--- src/rtl/ddr3_user_arbiter_pkg.sv ---
// rtl/ddr3_user_arbiter_pkg.sv - shared types, widths and round-robin pick for the DDR3 user arbiter
package ddr3_arbiter_pkg;

  localparam int DEF_NUM_REQ               = 4;
  localparam int DEF_ADDRESS_BITWIDTH      = 15;
  localparam int DEF_BANK_ADDRESS_BITWIDTH = 3;
  localparam int DEF_DQ_BITWIDTH           = 16;
  localparam int DEF_MAX_OUTSTANDING       = 4;

  localparam int USER_ADDR_W = DEF_BANK_ADDRESS_BITWIDTH + DEF_ADDRESS_BITWIDTH;
  localparam int TAG_W       = $clog2(DEF_NUM_REQ);

  // Widest requester vector the pick function handles
  localparam int MAX_REQ = 8;

  typedef enum logic {
    IDLE  = 1'b0,
    ISSUE = 1'b1
  } state_t;

  // Returns {found, index}: first set bit of elig scanning ptr, ptr+1, ... mod n.
  // Scanned from the far end so the nearest offset is the last (winning) write.
  function automatic logic [3:0] rr_pick(input logic [MAX_REQ-1:0] elig,
                                         input logic [2:0] ptr,
                                         input int n);
    logic [3:0] r;
    logic [2:0] sel;
    int         idx;
    r = 4'd0;
    for (int k = MAX_REQ - 1; k >= 0; k--) begin
      if (k < n) begin
        idx = (int'(ptr) + k) % n;
        sel = 3'(idx);
        if (elig[sel]) r = {1'b1, sel};
      end
    end
    return r;
  endfunction

endpackage

--- src/rtl/ddr3_user_arbiter_if.sv ---
// rtl/ddr3_user_arbiter_if.sv - requester and controller-side bus of the DDR3 user arbiter
interface ddr3_user_arbiter_if #(
  parameter int NUM_REQ = 4,
  parameter int UAW     = 18,
  parameter int DQ      = 16
);

  logic [NUM_REQ-1:0]     req_valid;
  logic [NUM_REQ-1:0]     req_write;
  logic [NUM_REQ*UAW-1:0] req_addr;
  logic [NUM_REQ*DQ-1:0]  req_wdata;
  logic [NUM_REQ-1:0]     req_ready;
  logic [NUM_REQ-1:0]     rsp_valid;
  logic [DQ-1:0]          rsp_rdata;
  logic                   ctrl_write_enable;
  logic                   ctrl_read_enable;
  logic [UAW-1:0]         ctrl_address;
  logic [DQ-1:0]          ctrl_wdata;
  logic                   ctrl_ready;
  logic [DQ-1:0]          ctrl_rdata;
  logic                   ctrl_rdata_valid;
  logic                   err_unexpected_rdata;

  // Arbiter side
  modport slave (
    input  req_valid, req_write, req_addr, req_wdata,
    input  ctrl_ready, ctrl_rdata, ctrl_rdata_valid,
    output req_ready, rsp_valid, rsp_rdata,
    output ctrl_write_enable, ctrl_read_enable, ctrl_address, ctrl_wdata,
    output err_unexpected_rdata
  );

  // Requesters plus controller, as seen from outside the arbiter
  modport master (
    output req_valid, req_write, req_addr, req_wdata,
    output ctrl_ready, ctrl_rdata, ctrl_rdata_valid,
    input  req_ready, rsp_valid, rsp_rdata,
    input  ctrl_write_enable, ctrl_read_enable, ctrl_address, ctrl_wdata,
    input  err_unexpected_rdata
  );

endinterface

--- src/rtl/ddr3_user_arbiter_tag_fifo.sv ---
// rtl/ddr3_user_arbiter_tag_fifo.sv - in-order FIFO of requester tags for reads in flight
module ddr3_tag_fifo #(
  parameter int DEPTH = 4,
  parameter int W     = 2
) (
  input  logic                     clk,
  input  logic                     resetn,
  input  logic                     i_push,
  input  logic [W-1:0]             i_push_data,
  input  logic                     i_pop,
  output logic [W-1:0]             o_head,
  output logic                     o_full,
  output logic                     o_empty,
  output logic [$clog2(DEPTH):0]   o_count
);

  localparam int AW = (DEPTH > 1) ? $clog2(DEPTH) : 1;
  localparam int CW = $clog2(DEPTH) + 1;

  logic [W-1:0]  r_mem [DEPTH];
  logic [AW-1:0] r_wr_ptr;
  logic [AW-1:0] r_rd_ptr;
  logic [CW-1:0] r_count;
  logic          w_do_push;
  logic          w_do_pop;

  assign o_full    = (r_count == CW'(DEPTH));
  assign o_empty   = (r_count == '0);
  assign o_count   = r_count;
  assign o_head    = r_mem[r_rd_ptr];
  assign w_do_pop  = i_pop && !o_empty;
  assign w_do_push = i_push && (!o_full || w_do_pop);

  // Tag storage; contents are don't-care while the slot is free
  always_ff @(posedge clk) begin
    if (w_do_push) r_mem[r_wr_ptr] <= i_push_data;
  end

  // Pointers wrap naturally; count covers 0..DEPTH inclusive
  always_ff @(posedge clk) begin
    if (!resetn) begin
      r_wr_ptr <= '0;
      r_rd_ptr <= '0;
      r_count  <= '0;
    end else begin
      if (w_do_push) r_wr_ptr <= r_wr_ptr + AW'(1);
      if (w_do_pop)  r_rd_ptr <= r_rd_ptr + AW'(1);
      case ({w_do_push, w_do_pop})
        2'b10:   r_count <= r_count + CW'(1);
        2'b01:   r_count <= r_count - CW'(1);
        default: r_count <= r_count;
      endcase
    end
  end

endmodule

--- src/rtl/ddr3_user_arbiter.sv ---
// rtl/ddr3_user_arbiter.sv - round-robin sharing of the DDR3 controller user port
module ddr3_user_arbiter
  import ddr3_arbiter_pkg::*;
#(
  parameter int NUM_REQ               = DEF_NUM_REQ,
  parameter int ADDRESS_BITWIDTH      = DEF_ADDRESS_BITWIDTH,
  parameter int BANK_ADDRESS_BITWIDTH = DEF_BANK_ADDRESS_BITWIDTH,
  parameter int DQ_BITWIDTH           = DEF_DQ_BITWIDTH,
  parameter int MAX_OUTSTANDING       = DEF_MAX_OUTSTANDING
) (
  input logic                clk,
  input logic                resetn,
  ddr3_user_arbiter_if.slave bus
);

  localparam int UAW = BANK_ADDRESS_BITWIDTH + ADDRESS_BITWIDTH;
  localparam int TW  = (NUM_REQ > 1) ? $clog2(NUM_REQ) : 1;
  localparam int CW  = $clog2(MAX_OUTSTANDING) + 1;

  state_t               r_state;
  logic [2:0]           r_rr_ptr;
  logic [2:0]           r_grant;
  logic                 r_wr_en;
  logic                 r_rd_en;
  logic [UAW-1:0]       r_addr;
  logic [DQ_BITWIDTH-1:0] r_wdata;
  logic [NUM_REQ-1:0]   r_rsp_valid;
  logic [DQ_BITWIDTH-1:0] r_rsp_rdata;
  logic                 r_err;

  logic [CW-1:0]        w_count;
  logic                 w_full;
  logic                 w_empty;
  logic [TW-1:0]        w_head;
  logic                 w_pending;
  logic [CW:0]          w_inflight;
  logic                 w_read_ok;
  logic [MAX_REQ-1:0]   w_elig;
  logic [3:0]           w_pick;
  logic                 w_take;
  logic                 w_accept;
  logic                 w_push;
  logic                 w_pop;
  logic [2:0]           w_next_ptr;
  logic [NUM_REQ-1:0]   w_ready;
  logic [UAW-1:0]       w_sel_addr;
  logic [DQ_BITWIDTH-1:0] w_sel_wdata;
  logic                 w_sel_write;

  // A read sitting in ISSUE already owns a slot even though it is not yet pushed
  assign w_pending  = (r_state == ISSUE) && r_rd_en;
  assign w_inflight = {1'b0, w_count} + {{CW{1'b0}}, w_pending};
  assign w_read_ok  = !w_full && (w_inflight < (CW+1)'(MAX_OUTSTANDING));
  assign w_pick     = rr_pick(w_elig, r_rr_ptr, NUM_REQ);
  assign w_take     = resetn && (r_state == IDLE) && w_pick[3];
  assign w_accept   = (r_state == ISSUE) && bus.ctrl_ready;
  assign w_push     = w_accept && r_rd_en;
  assign w_pop      = bus.ctrl_rdata_valid && !w_empty;
  assign w_next_ptr = (r_grant == 3'(NUM_REQ - 1)) ? 3'd0 : r_grant + 3'd1;

  // Eligibility, grant pulse and the winner's command mux
  always_comb begin
    w_elig      = '0;
    w_ready     = '0;
    w_sel_addr  = '0;
    w_sel_wdata = '0;
    w_sel_write = 1'b0;
    for (int i = 0; i < NUM_REQ; i++) begin
      w_elig[i]  = bus.req_valid[i] && (bus.req_write[i] || w_read_ok);
      w_ready[i] = w_take && (w_pick[2:0] == 3'(i));
      if (w_pick[2:0] == 3'(i)) begin
        w_sel_addr  = bus.req_addr[i*UAW +: UAW];
        w_sel_wdata = bus.req_wdata[i*DQ_BITWIDTH +: DQ_BITWIDTH];
        w_sel_write = bus.req_write[i];
      end
    end
  end

  ddr3_tag_fifo #(
    .DEPTH (MAX_OUTSTANDING),
    .W     (TW)
  ) u_tag_fifo (
    .clk         (clk),
    .resetn      (resetn),
    .i_push      (w_push),
    .i_push_data (r_grant[TW-1:0]),
    .i_pop       (w_pop),
    .o_head      (w_head),
    .o_full      (w_full),
    .o_empty     (w_empty),
    .o_count     (w_count)
  );

  // Grant/issue FSM: latch the winner, hold it until the controller takes it
  always_ff @(posedge clk) begin
    if (!resetn) begin
      r_state  <= IDLE;
      r_rr_ptr <= '0;
      r_grant  <= '0;
      r_wr_en  <= 1'b0;
      r_rd_en  <= 1'b0;
      r_addr   <= '0;
      r_wdata  <= '0;
    end else begin
      case (r_state)
        IDLE: begin
          if (w_pick[3]) begin
            r_grant <= w_pick[2:0];
            r_addr  <= w_sel_addr;
            r_wdata <= w_sel_wdata;
            r_wr_en <= w_sel_write;
            r_rd_en <= !w_sel_write;
            r_state <= ISSUE;
          end
        end
        default: begin
          if (bus.ctrl_ready) begin
            r_wr_en  <= 1'b0;
            r_rd_en  <= 1'b0;
            r_rr_ptr <= w_next_ptr;
            r_state  <= IDLE;
          end
        end
      endcase
    end
  end

  // Route returning read data to the oldest tag; orphan data only raises the flag
  always_ff @(posedge clk) begin
    if (!resetn) begin
      r_rsp_valid <= '0;
      r_rsp_rdata <= '0;
      r_err       <= 1'b0;
    end else begin
      r_rsp_valid <= '0;
      if (w_pop) begin
        for (int i = 0; i < NUM_REQ; i++) r_rsp_valid[i] <= (w_head == TW'(i));
        r_rsp_rdata <= bus.ctrl_rdata;
      end else if (bus.ctrl_rdata_valid) begin
        r_err <= 1'b1;
      end
    end
  end

  assign bus.req_ready            = w_ready;
  assign bus.rsp_valid            = r_rsp_valid;
  assign bus.rsp_rdata            = r_rsp_rdata;
  assign bus.ctrl_write_enable    = r_wr_en;
  assign bus.ctrl_read_enable     = r_rd_en;
  assign bus.ctrl_address         = r_addr;
  assign bus.ctrl_wdata           = r_wdata;
  assign bus.err_unexpected_rdata = r_err;

endmodule

--- src/flat_wrapper.sv ---
// flat-port wrapper written by rule: the top's interface ports become plain ports
module ddr3_user_arbiter_flat import ddr3_arbiter_pkg::*;
#(
  parameter int NUM_REQ               = DEF_NUM_REQ,
  parameter int ADDRESS_BITWIDTH      = DEF_ADDRESS_BITWIDTH,
  parameter int BANK_ADDRESS_BITWIDTH = DEF_BANK_ADDRESS_BITWIDTH,
  parameter int DQ_BITWIDTH           = DEF_DQ_BITWIDTH,
  parameter int MAX_OUTSTANDING       = DEF_MAX_OUTSTANDING
)
  (clk, resetn, bus_req_valid, bus_req_write, bus_req_addr, bus_req_wdata, bus_ctrl_ready, bus_ctrl_rdata, bus_ctrl_rdata_valid, bus_req_ready, bus_rsp_valid, bus_rsp_rdata, bus_ctrl_write_enable, bus_ctrl_read_enable, bus_ctrl_address, bus_ctrl_wdata, bus_err_unexpected_rdata);
  ddr3_user_arbiter_if #(.NUM_REQ(NUM_REQ), .UAW((18)), .DQ((16))) bus_i ();
  input logic clk;
  input logic resetn;
  input wire logic [$bits(bus_i.req_valid)-1:0] bus_req_valid;
  input wire logic [$bits(bus_i.req_write)-1:0] bus_req_write;
  input wire logic [$bits(bus_i.req_addr)-1:0] bus_req_addr;
  input wire logic [$bits(bus_i.req_wdata)-1:0] bus_req_wdata;
  input wire logic [$bits(bus_i.ctrl_ready)-1:0] bus_ctrl_ready;
  input wire logic [$bits(bus_i.ctrl_rdata)-1:0] bus_ctrl_rdata;
  input wire logic [$bits(bus_i.ctrl_rdata_valid)-1:0] bus_ctrl_rdata_valid;
  output wire logic [$bits(bus_i.req_ready)-1:0] bus_req_ready;
  output wire logic [$bits(bus_i.rsp_valid)-1:0] bus_rsp_valid;
  output wire logic [$bits(bus_i.rsp_rdata)-1:0] bus_rsp_rdata;
  output wire logic [$bits(bus_i.ctrl_write_enable)-1:0] bus_ctrl_write_enable;
  output wire logic [$bits(bus_i.ctrl_read_enable)-1:0] bus_ctrl_read_enable;
  output wire logic [$bits(bus_i.ctrl_address)-1:0] bus_ctrl_address;
  output wire logic [$bits(bus_i.ctrl_wdata)-1:0] bus_ctrl_wdata;
  output wire logic [$bits(bus_i.err_unexpected_rdata)-1:0] bus_err_unexpected_rdata;
  assign bus_i.req_valid = bus_req_valid;
  assign bus_i.req_write = bus_req_write;
  assign bus_i.req_addr = bus_req_addr;
  assign bus_i.req_wdata = bus_req_wdata;
  assign bus_i.ctrl_ready = bus_ctrl_ready;
  assign bus_i.ctrl_rdata = bus_ctrl_rdata;
  assign bus_i.ctrl_rdata_valid = bus_ctrl_rdata_valid;
  assign bus_req_ready = bus_i.req_ready;
  assign bus_rsp_valid = bus_i.rsp_valid;
  assign bus_rsp_rdata = bus_i.rsp_rdata;
  assign bus_ctrl_write_enable = bus_i.ctrl_write_enable;
  assign bus_ctrl_read_enable = bus_i.ctrl_read_enable;
  assign bus_ctrl_address = bus_i.ctrl_address;
  assign bus_ctrl_wdata = bus_i.ctrl_wdata;
  assign bus_err_unexpected_rdata = bus_i.err_unexpected_rdata;
  ddr3_user_arbiter #(.NUM_REQ(NUM_REQ), .ADDRESS_BITWIDTH(ADDRESS_BITWIDTH), .BANK_ADDRESS_BITWIDTH(BANK_ADDRESS_BITWIDTH), .DQ_BITWIDTH(DQ_BITWIDTH), .MAX_OUTSTANDING(MAX_OUTSTANDING)) u_core (.clk(clk), .resetn(resetn), .bus(bus_i));
endmodule
--- config.mk ---
export PLATFORM = sky130hd
export DESIGN_NAME = ddr3_user_arbiter_flat
export DESIGN_NICKNAME = d
export VERILOG_FILES = /design/src/rtl/ddr3_user_arbiter_pkg.sv /design/src/rtl/ddr3_user_arbiter_if.sv /design/src/rtl/ddr3_user_arbiter_tag_fifo.sv /design/src/rtl/ddr3_user_arbiter.sv /design/src/flat_wrapper.sv
export SDC_FILE = /design/constraint.sdc
export NUM_CORES = 1
export LEC_CHECK = 0
export BUFFER_PORTS_ARGS = -buffer_cell sky130_fd_sc_hd__clkbuf_2
export CAP_MARGIN = 10
export CORE_MARGIN = 2
export CORE_UTILIZATION = 49
export CTS_CLUSTER_DIAMETER = 40
export DETAILED_ROUTE_END_ITERATION = 12
export PLACE_DENSITY_LB_ADDON = 0.2
export SKIP_CTS_REPAIR_TIMING = 1
export SYNTH_ARGS = -nofsm -noshare
export SYNTH_HDL_FRONTEND = slang
export SYNTH_SLANG_ARGS = --single-unit
--- constraint.sdc ---
create_clock -name clk -period 4.6 [get_ports clk]
set_input_delay 0.23 -clock clk [delete_from_list [all_inputs] [get_ports clk]]
set_output_delay 0.23 -clock clk [all_outputs]
set_load 0.02 [all_outputs]
Word-level counts from Yosys, hierarchy flattened:

Memories as Yosys holds them, arrays and structs flattened. A register that Yosys moved wholly into a read port is not among the register bits.
Index checks and enable logic that the tools add are counted.
W data, S select, Z words.

* add/sub/neg operators: 9
* mux-type cells: 38
* magnitude comparators: 5
* equality and inequality tests: 11
* reductions and logical operators: 38
* bitwise operators: 5

Operators by type and width (count)
* $mux W18: 4
* $mux W16: 4
* $mux W1: 18
* $logic_and A1 B1 Y1: 17
* $mux W4: 4
* $lt A3 B4 Y1 const B: 3
* $reduce_and A2 Y1: 5
* $bmux W1 S3: 3
* $eq A3 B2 Y1 const B: 3
* $add A2 B1 Y2 const B: 4
* $eq A2 B2 Y1 const B: 3
* $logic_not A3 Y1: 2
* $mux W2: 3
* $pmux W3 S2: 1
* $reduce_or A2 Y1: 3
* $logic_or A1 B1 Y1: 5
* $add A2 B2 Y2 const B: 2
* $add A3 B1 Y4: 1
* $eq A2 B1 Y1 const B: 2
* $lt A2 B4 Y1 const B: 1
* $lt A4 B3 Y1 const B: 1
* $reduce_bool A2 Y1: 2
* $add A3 B1 Y3 const B: 1
* $and A1 B1 Y1 const A: 3
* other kinds (8): 11

* register bits after elaboration: 70
* output and inout bits: 61
* logic and storage cells: 120
* memory bits (writable): 8
* memories kept: 1
* input port bits: 164

Memories
* u_core.u_tag_fifo.r_mem: words 4, width 2, rd ports 1, clocked after Yosys merged registers in 1, wr ports 1, line ddr3_user_arbiter_tag_fifo.sv:20 `logic [W-1:0] r_mem [DEPTH];`

Longest topological paths before layout:

* depth in word-level cells: 20
* depth in mapped cells: 11
* mapped depth without buffers: 9

Hierarchy:

A second synthesis with hierarchy kept.

* cell total of the unflattened synthesis: 443
* area, all modules: 4635.7 µm²

By module, submodules not included
* ddr3_user_arbiter: cells each 379, seq. area each 1241.2 µm², area each 3854.9 µm², times used 1
* ddr3_tag_fifo: cells each 64, seq. area each 420.4 µm², area each 780.7 µm², times used 1

Worst setup path before layout:

Ideal clock, no wire load.

* kind: register to register
* from: register u_core.u_tag_fifo.r_count[0] (netlist: u_core.u_tag_fifo.o_count[0])
* to: register u_core.u_tag_fifo.r_count[2] (netlist: u_core.u_tag_fifo.o_count[2])
* stages on the path, launching flop included: 12
* data required time: 4.524 ns
* path buffers: 2
* period minus slack after synthesis: 2.426 ns
* setup time: 0.076 ns
* slack: 2.174 ns
* arrival: 2.350 ns
* cell sequence: dfxtp_1 -> nor3_1 -> nand2b_1 -> clkbuf_1 -> inv_1 -> clkbuf_1 -> ha_1 -> inv_1 -> fa_1 -> xor2_1 -> or3_1 -> a21boi_0

* longest elaborated chain between the ends: 8
* elaborated cells between the ends (all ways): 14
* those cells by class: add/sub: 2; eq/ne: 3; mux: 1; reduce/logical: 8

Ends and longest elaborated chain
* start, declared: line ddr3_user_arbiter_tag_fifo.sv:23 `logic [CW-1:0] r_count;`
* start signal, assigned: line ddr3_user_arbiter_tag_fifo.sv:49 `2'b10: r_count <= r_count + CW'(1);`
* start signal, assigned: line ddr3_user_arbiter_tag_fifo.sv:50 `2'b01: r_count <= r_count - CW'(1);`
* start signal, assigned: line ddr3_user_arbiter_tag_fifo.sv:51 `default: r_count <= r_count;`
* $logic_not A3 Y1 *: line ddr3_user_arbiter_tag_fifo.sv:28 `assign o_empty = (r_count == '0);`
* $logic_not A1 Y1 *: line ddr3_user_arbiter.sv:58 `assign w_pop = bus.ctrl_rdata_valid && !w_empty;`
* $logic_and A1 B1 Y1 *: line ddr3_user_arbiter.sv:58
* named net u_core.u_tag_fifo.i_pop: line ddr3_user_arbiter_tag_fifo.sv:10 `input logic i_pop,`
* $logic_and A1 B1 Y1 *: line ddr3_user_arbiter_tag_fifo.sv:31 `assign w_do_pop = i_pop && !o_empty;`
* $logic_or A1 B1 Y1: line ddr3_user_arbiter_tag_fifo.sv:32 `assign w_do_push = i_push && (!o_full || w_do_pop);`
* $logic_and A1 B1 Y1: line ddr3_user_arbiter_tag_fifo.sv:32
* $eq A2 B1 Y1 / $eq A2 B2 Y1 (equally long branches): line ddr3_user_arbiter_tag_fifo.sv:48 `case ({w_do_push, w_do_pop})`
* $pmux W3 S2 / $reduce_bool A2 Y1 (equally long branches)

The timed path passes the listed nets; every way through them passes the cells marked *.
A chain may end at the register's enable or synchronous reset.

Worst setup path in the final report:

* from: register u_core.u_tag_fifo.r_count[0] (netlist: u_core.u_tag_fifo.o_count[0])
* to: output port bus_req_ready[2]

* longest elaborated chain between the ends: 13
* elaborated cells between the ends (all ways): 28
* those cells by class: add/sub: 1; order compare: 1; eq/ne: 2; mux: 12; reduce/logical: 12

Ends and longest elaborated chain
* $add A3 B1 Y4 / $eq A3 B3 Y1 (equally long branches): line ddr3_user_arbiter.sv:52, ddr3_user_arbiter_tag_fifo.sv:27
* $lt A4 B3 Y1 / $logic_not A1 Y1 (equally long branches): line ddr3_user_arbiter.sv:53 `assign w_read_ok = !w_full && (w_inflight < (CW+1)'(MAX_OUTSTANDING));`
* $logic_and A1 B1 Y1 *: line ddr3_user_arbiter.sv:53
* $logic_or A1 B1 Y1: line ddr3_user_arbiter.sv:69 `w_elig[i] = bus.req_valid[i] && (bus.req_write[i] || w_read_ok);`
* $logic_and A1 B1 Y1: line ddr3_user_arbiter.sv:69
* $bmux W1 S3: line ddr3_user_arbiter_pkg.sv:34 `if (elig[sel]) r = {1'b1, sel};`
* $mux W1 (not written as such): line ddr3_user_arbiter_pkg.sv:34
* $mux W4 (3 in a row): line ddr3_user_arbiter_pkg.sv:34
* $mux W4 *: line ddr3_user_arbiter_pkg.sv:34
* $eq A3 B2 Y1 / $logic_and A1 B1 Y1 (equally long branches): line ddr3_user_arbiter.sv:70, ddr3_user_arbiter.sv:55
* $logic_and A1 B1 Y1 *: line ddr3_user_arbiter.sv:70 `w_ready[i] = w_take && (w_pick[2:0] == 3'(i));`
* end, declared: line flat_wrapper.sv:21 `output wire logic [$bits(bus_i.req_ready)-1:0] bus_req_ready;`

Every way passes the cells marked *; elsewhere a longest branch is shown, timed or not. The select of a mux whose other input is x is not followed.

==> impl_results.md <==
- # H-tree levels: 3
- Total congestion overflow: 0
- TritonRoute pass-1 iters: 4
- Clk_skew: between 0.008 and 0.009 ns
- Via density: approximately 5.2
- Critical Path Start Type: flip-flop
- Fillers: roughly 750
- Slew margin rel.: about a quarter
- Crit. End Element: output port
- Cell Pwr Density: around 320 mW/mm²
- Hold Path Class: input port to flip-flop
- Post-Place Cells: 720
- Detail Placement HPWL: between 8 and 9 mm
- Setup-violating endpoint count in the final report: 0
- Distinct cell type count after synthesis: 48
- Crit-path max FO: 37
- DRC violations left: 0
- Initial antenna violation count: 0
- Post-synth EDFFs: 8
- Synth Cell Area: between 0.004 and 0.005 mm²
- Max-cap viol count: 0
- Vias in the first global route: 3,752
- Clk sink count: 79
- Initial DRC Count: ~150
- P&R area growth vs syn: 29.89%
- RSZ-0062 raised after global routing: false
- Max frequency: 294.8 MHz
- Slew of the pin with the lowest slew margin: 1.111 ns
- Part of the cycle the worst path needs: between 70% and 80%
- Layout cells sized above 1: between 40% and 50%
- Setup TNS: 0 ns
- Vias: 3,861
- Place WS: between 1.5 and 2 ns
- Port bufs: approximately 220
- Worst hold slack: 0.1170 ns
- Seq/Total Area, Yosys: 38.99%
- Initial Util: between 40% and 50%
- Max Slew Vio Count: 0
- Syn Area/Cell: between 10 and 15 µm²
- Final antenna-violating net count: 0
- Syn Inst Count: between 400 and 500
- Async SR Flop Fraction: 0%
- GRT Util Overall: a little under a quarter
- Final nets: between 700 and 800
- I/O pin count: 225
- GP Congestion: slightly below 0.9
- Syn nets: roughly 600
- CTS tree: yes
- Cells on worst reg2reg path: 9
- CTS Root Cell: clkbuf_8
- Worst hold stages: 3
- Final worst slack: about 1.2 ns
- # diodes: 0
- First-pass GRT wire length: approximately 18 mm
- Core Rows: 34
- Outcome: completed
- Wire per inst: around 15 µm
- CP Data Arrival Time: 3.16 ns
- Clock Latency Late Sink: about 0.34 ns
- Non-filler cells, final: 736
- Hold Fails Final Rpt: 0
- Largest net degree at the start of global routing: 67
- Core Area: roughly 0.0086 mm²
- Total CTS buffers: 9
- R2r setup slk: between 1.5 and 2 ns
- Min Clock Period, post-route: approximately 3.4 ns
- Synthesized flop and latch total: 79
- Detailed-route wire length: about 11 mm
- DIE WIDTH: between 90 and 100 µm
- Clock slew at reported path FFs: about 0.08 ns
- CTS Buffer Depth: 2
- YS warnings: 0
- Peak supply drop: 0.0001747 V
- WS Path Type: flip-flop to output port
- CP required: between 4 and 5 ns
- Height of the die: 97.26 µm
- Die footprint: roughly 0.0095 mm²
- Leakage: approximately 2.4 nW
- Most used DFF post-synth: dfxtp_1
-- registers in the layout (all words and copies together), names as in the netlist, 2 cells and up, named ones only --
name                        count
u_core.r_rr_ptr                 2
u_core.r_grant                  2
u_core.u_tag_fifo.r_rd_ptr      2
u_core.bus.ctrl_address        18
u_core.bus.ctrl_wdata          16
u_core.u_tag_fifo.r_mem         8
u_core.u_tag_fifo.o_count       3
u_core.bus.rsp_rdata           16
u_core.u_tag_fifo.r_wr_ptr      2
u_core.bus.rsp_valid            4
-- cells in the mapped netlist (2+ instances only) --
| cell type | n | area, µm² |
|---|---|---|
| buf_4 | 6 | 45.04 |
| a311oi_1 | 2 | 17.52 |
| dfxtp_1 | 71 | 1421 |
| o221ai_2 | 28 | 420.4 |
| o21a_1 | 3 | 22.52 |
| buf_6 | 5 | 56.30 |
| edfxtp_1 | 8 | 240.2 |
| a21boi_0 | 18 | 135.1 |
| nand3_1 | 2 | 10.01 |
| ha_1 | 6 | 75.07 |
| o21ai_0 | 6 | 30.03 |
| and2_1 | 13 | 81.33 |
| nand2b_1 | 2 | 12.51 |
| a41o_1 | 2 | 20.02 |
| buf_12 | 3 | 60.06 |
| a31oi_1 | 2 | 12.51 |
| a22oi_1 | 2 | 15.01 |
| nor2b_1 | 10 | 62.56 |
| a21oi_1 | 2 | 10.01 |
| nand4_1 | 2 | 12.51 |
| clkbuf_1 | 11 | 41.29 |
| inv_1 | 10 | 37.54 |
| xnor2_1 | 4 | 35.03 |
| nor2_1 | 8 | 30.03 |
| nor3_1 | 4 | 20.02 |
| mux4_2 | 2 | 45.04 |
| o221ai_1 | 7 | 61.31 |
| mux2i_1 | 73 | 730.7 |
| nand2_1 | 82 | 307.8 |
-- worst paths after layout --
path / from / to
max: u_core.u_tag_fifo.o_count[0]$_SDFFE_PN0P_ / bus_req_ready[2]
max reg2reg: u_core.u_tag_fifo.o_count[0]$_SDFFE_PN0P_ / u_core.u_tag_fifo.o_count[2]$_SDFFE_PN0P_
min reg2reg: u_core.bus.ctrl_address[1]$_SDFFE_PN0P_ / u_core.bus.ctrl_address[1]$_SDFFE_PN0P_
min: bus_ctrl_rdata[5] / u_core.bus.rsp_rdata[5]$_SDFFE_PN0P_
-- critical path, cell delays in order, from the launching register on --
cell and delay (ns):
dfxtp_1 0.44, a41oi_2 0.27, o21ai_0 0.37, o21ai_1 0.16, a221oi_4 0.36, nand2b_2 0.92
nor2_1 0.08, clkbuf_2 0.20
-- where the power goes --
part / switching [mW] / leakage (nW) / internal, mW
Sequential: 0.0381 / 0.653 / 0.754
Clock: 0.250 / 0.0982 / 0.252
Combinational: 0.258 / 1.65 / 0.197
-- kinds of logic after synthesis --
kind of cell / count (synthesis) / share of synthesized area (%)
buf+inv: 37 / 5.901
simple gates: 129 / 13.71
fa+ha+maj: 7 / 2.231
mux: 75 / 18.20
flops: 79 / 38.99
xor+xnor: 5 / 1.028
compound gates: 81 / 19.94
-- layer usage --
layer	track usage [%]	vias to the layer above	routed length (µm)
li1	-	1927	-
met1	27.74	1768	4618
met5	0	-	0
met3	4.317	11	728
met4	6.731	0	131
met2	40.81	155	5438
-- area by class of cell --
class | count | area (µm²) | share of cell area, %
multi-input cells | 297 | 2365 | 42.72
flip-flops and latches | 79 | 1662 | 30.02
repair buffers | 226 | 1149 | 20.75
well taps | 108 | 135.1 | 2.441
clock buffers | 11 | 131.4 | 2.373
clock inverters | 5 | 56.30 | 1.017
inverters | 10 | 37.54 | 0.6781
-- stage by stage --
step	instance area (µm²)	total power [mW]	util (%)
after floorplan	4262	1.110	-
after global placement	5348	1.257	62.23
after detailed placement	5348	1.268	62.23
after CTS	5535	1.768	64.41
after global routing	5535	1.837	64.41
final	5535	1.750	64.41
-- layout by cell type (no fill, tap or decap), types with 2 or more instances in the layout --
cell type,synthesis,final
dfxtp_1,71,71
inv_1,10,10
clkbuf_2,0,224
inv_4,0,2
o221ai_2,28,28
a311oi_1,2,2
nand2_1,82,82
nand3_1,2,2
edfxtp_1,8,8
nor3_1,4,4
xnor2_1,4,4
clkbuf_8,0,9
a22oi_1,2,2
clkbuf_1,11,2
a21boi_0,18,18
ha_1,6,6
a41o_1,2,2
mux2i_1,73,73
o21a_1,3,3
o21ai_0,6,6
a21oi_1,2,2
nor2b_1,10,9
nor2_1,8,8
a31oi_1,2,2
and2_1,13,13
o221ai_1,7,7
mux4_2,2,2
nand4_1,2,2
No activity file was read; power rests on OpenSTA's default activity.
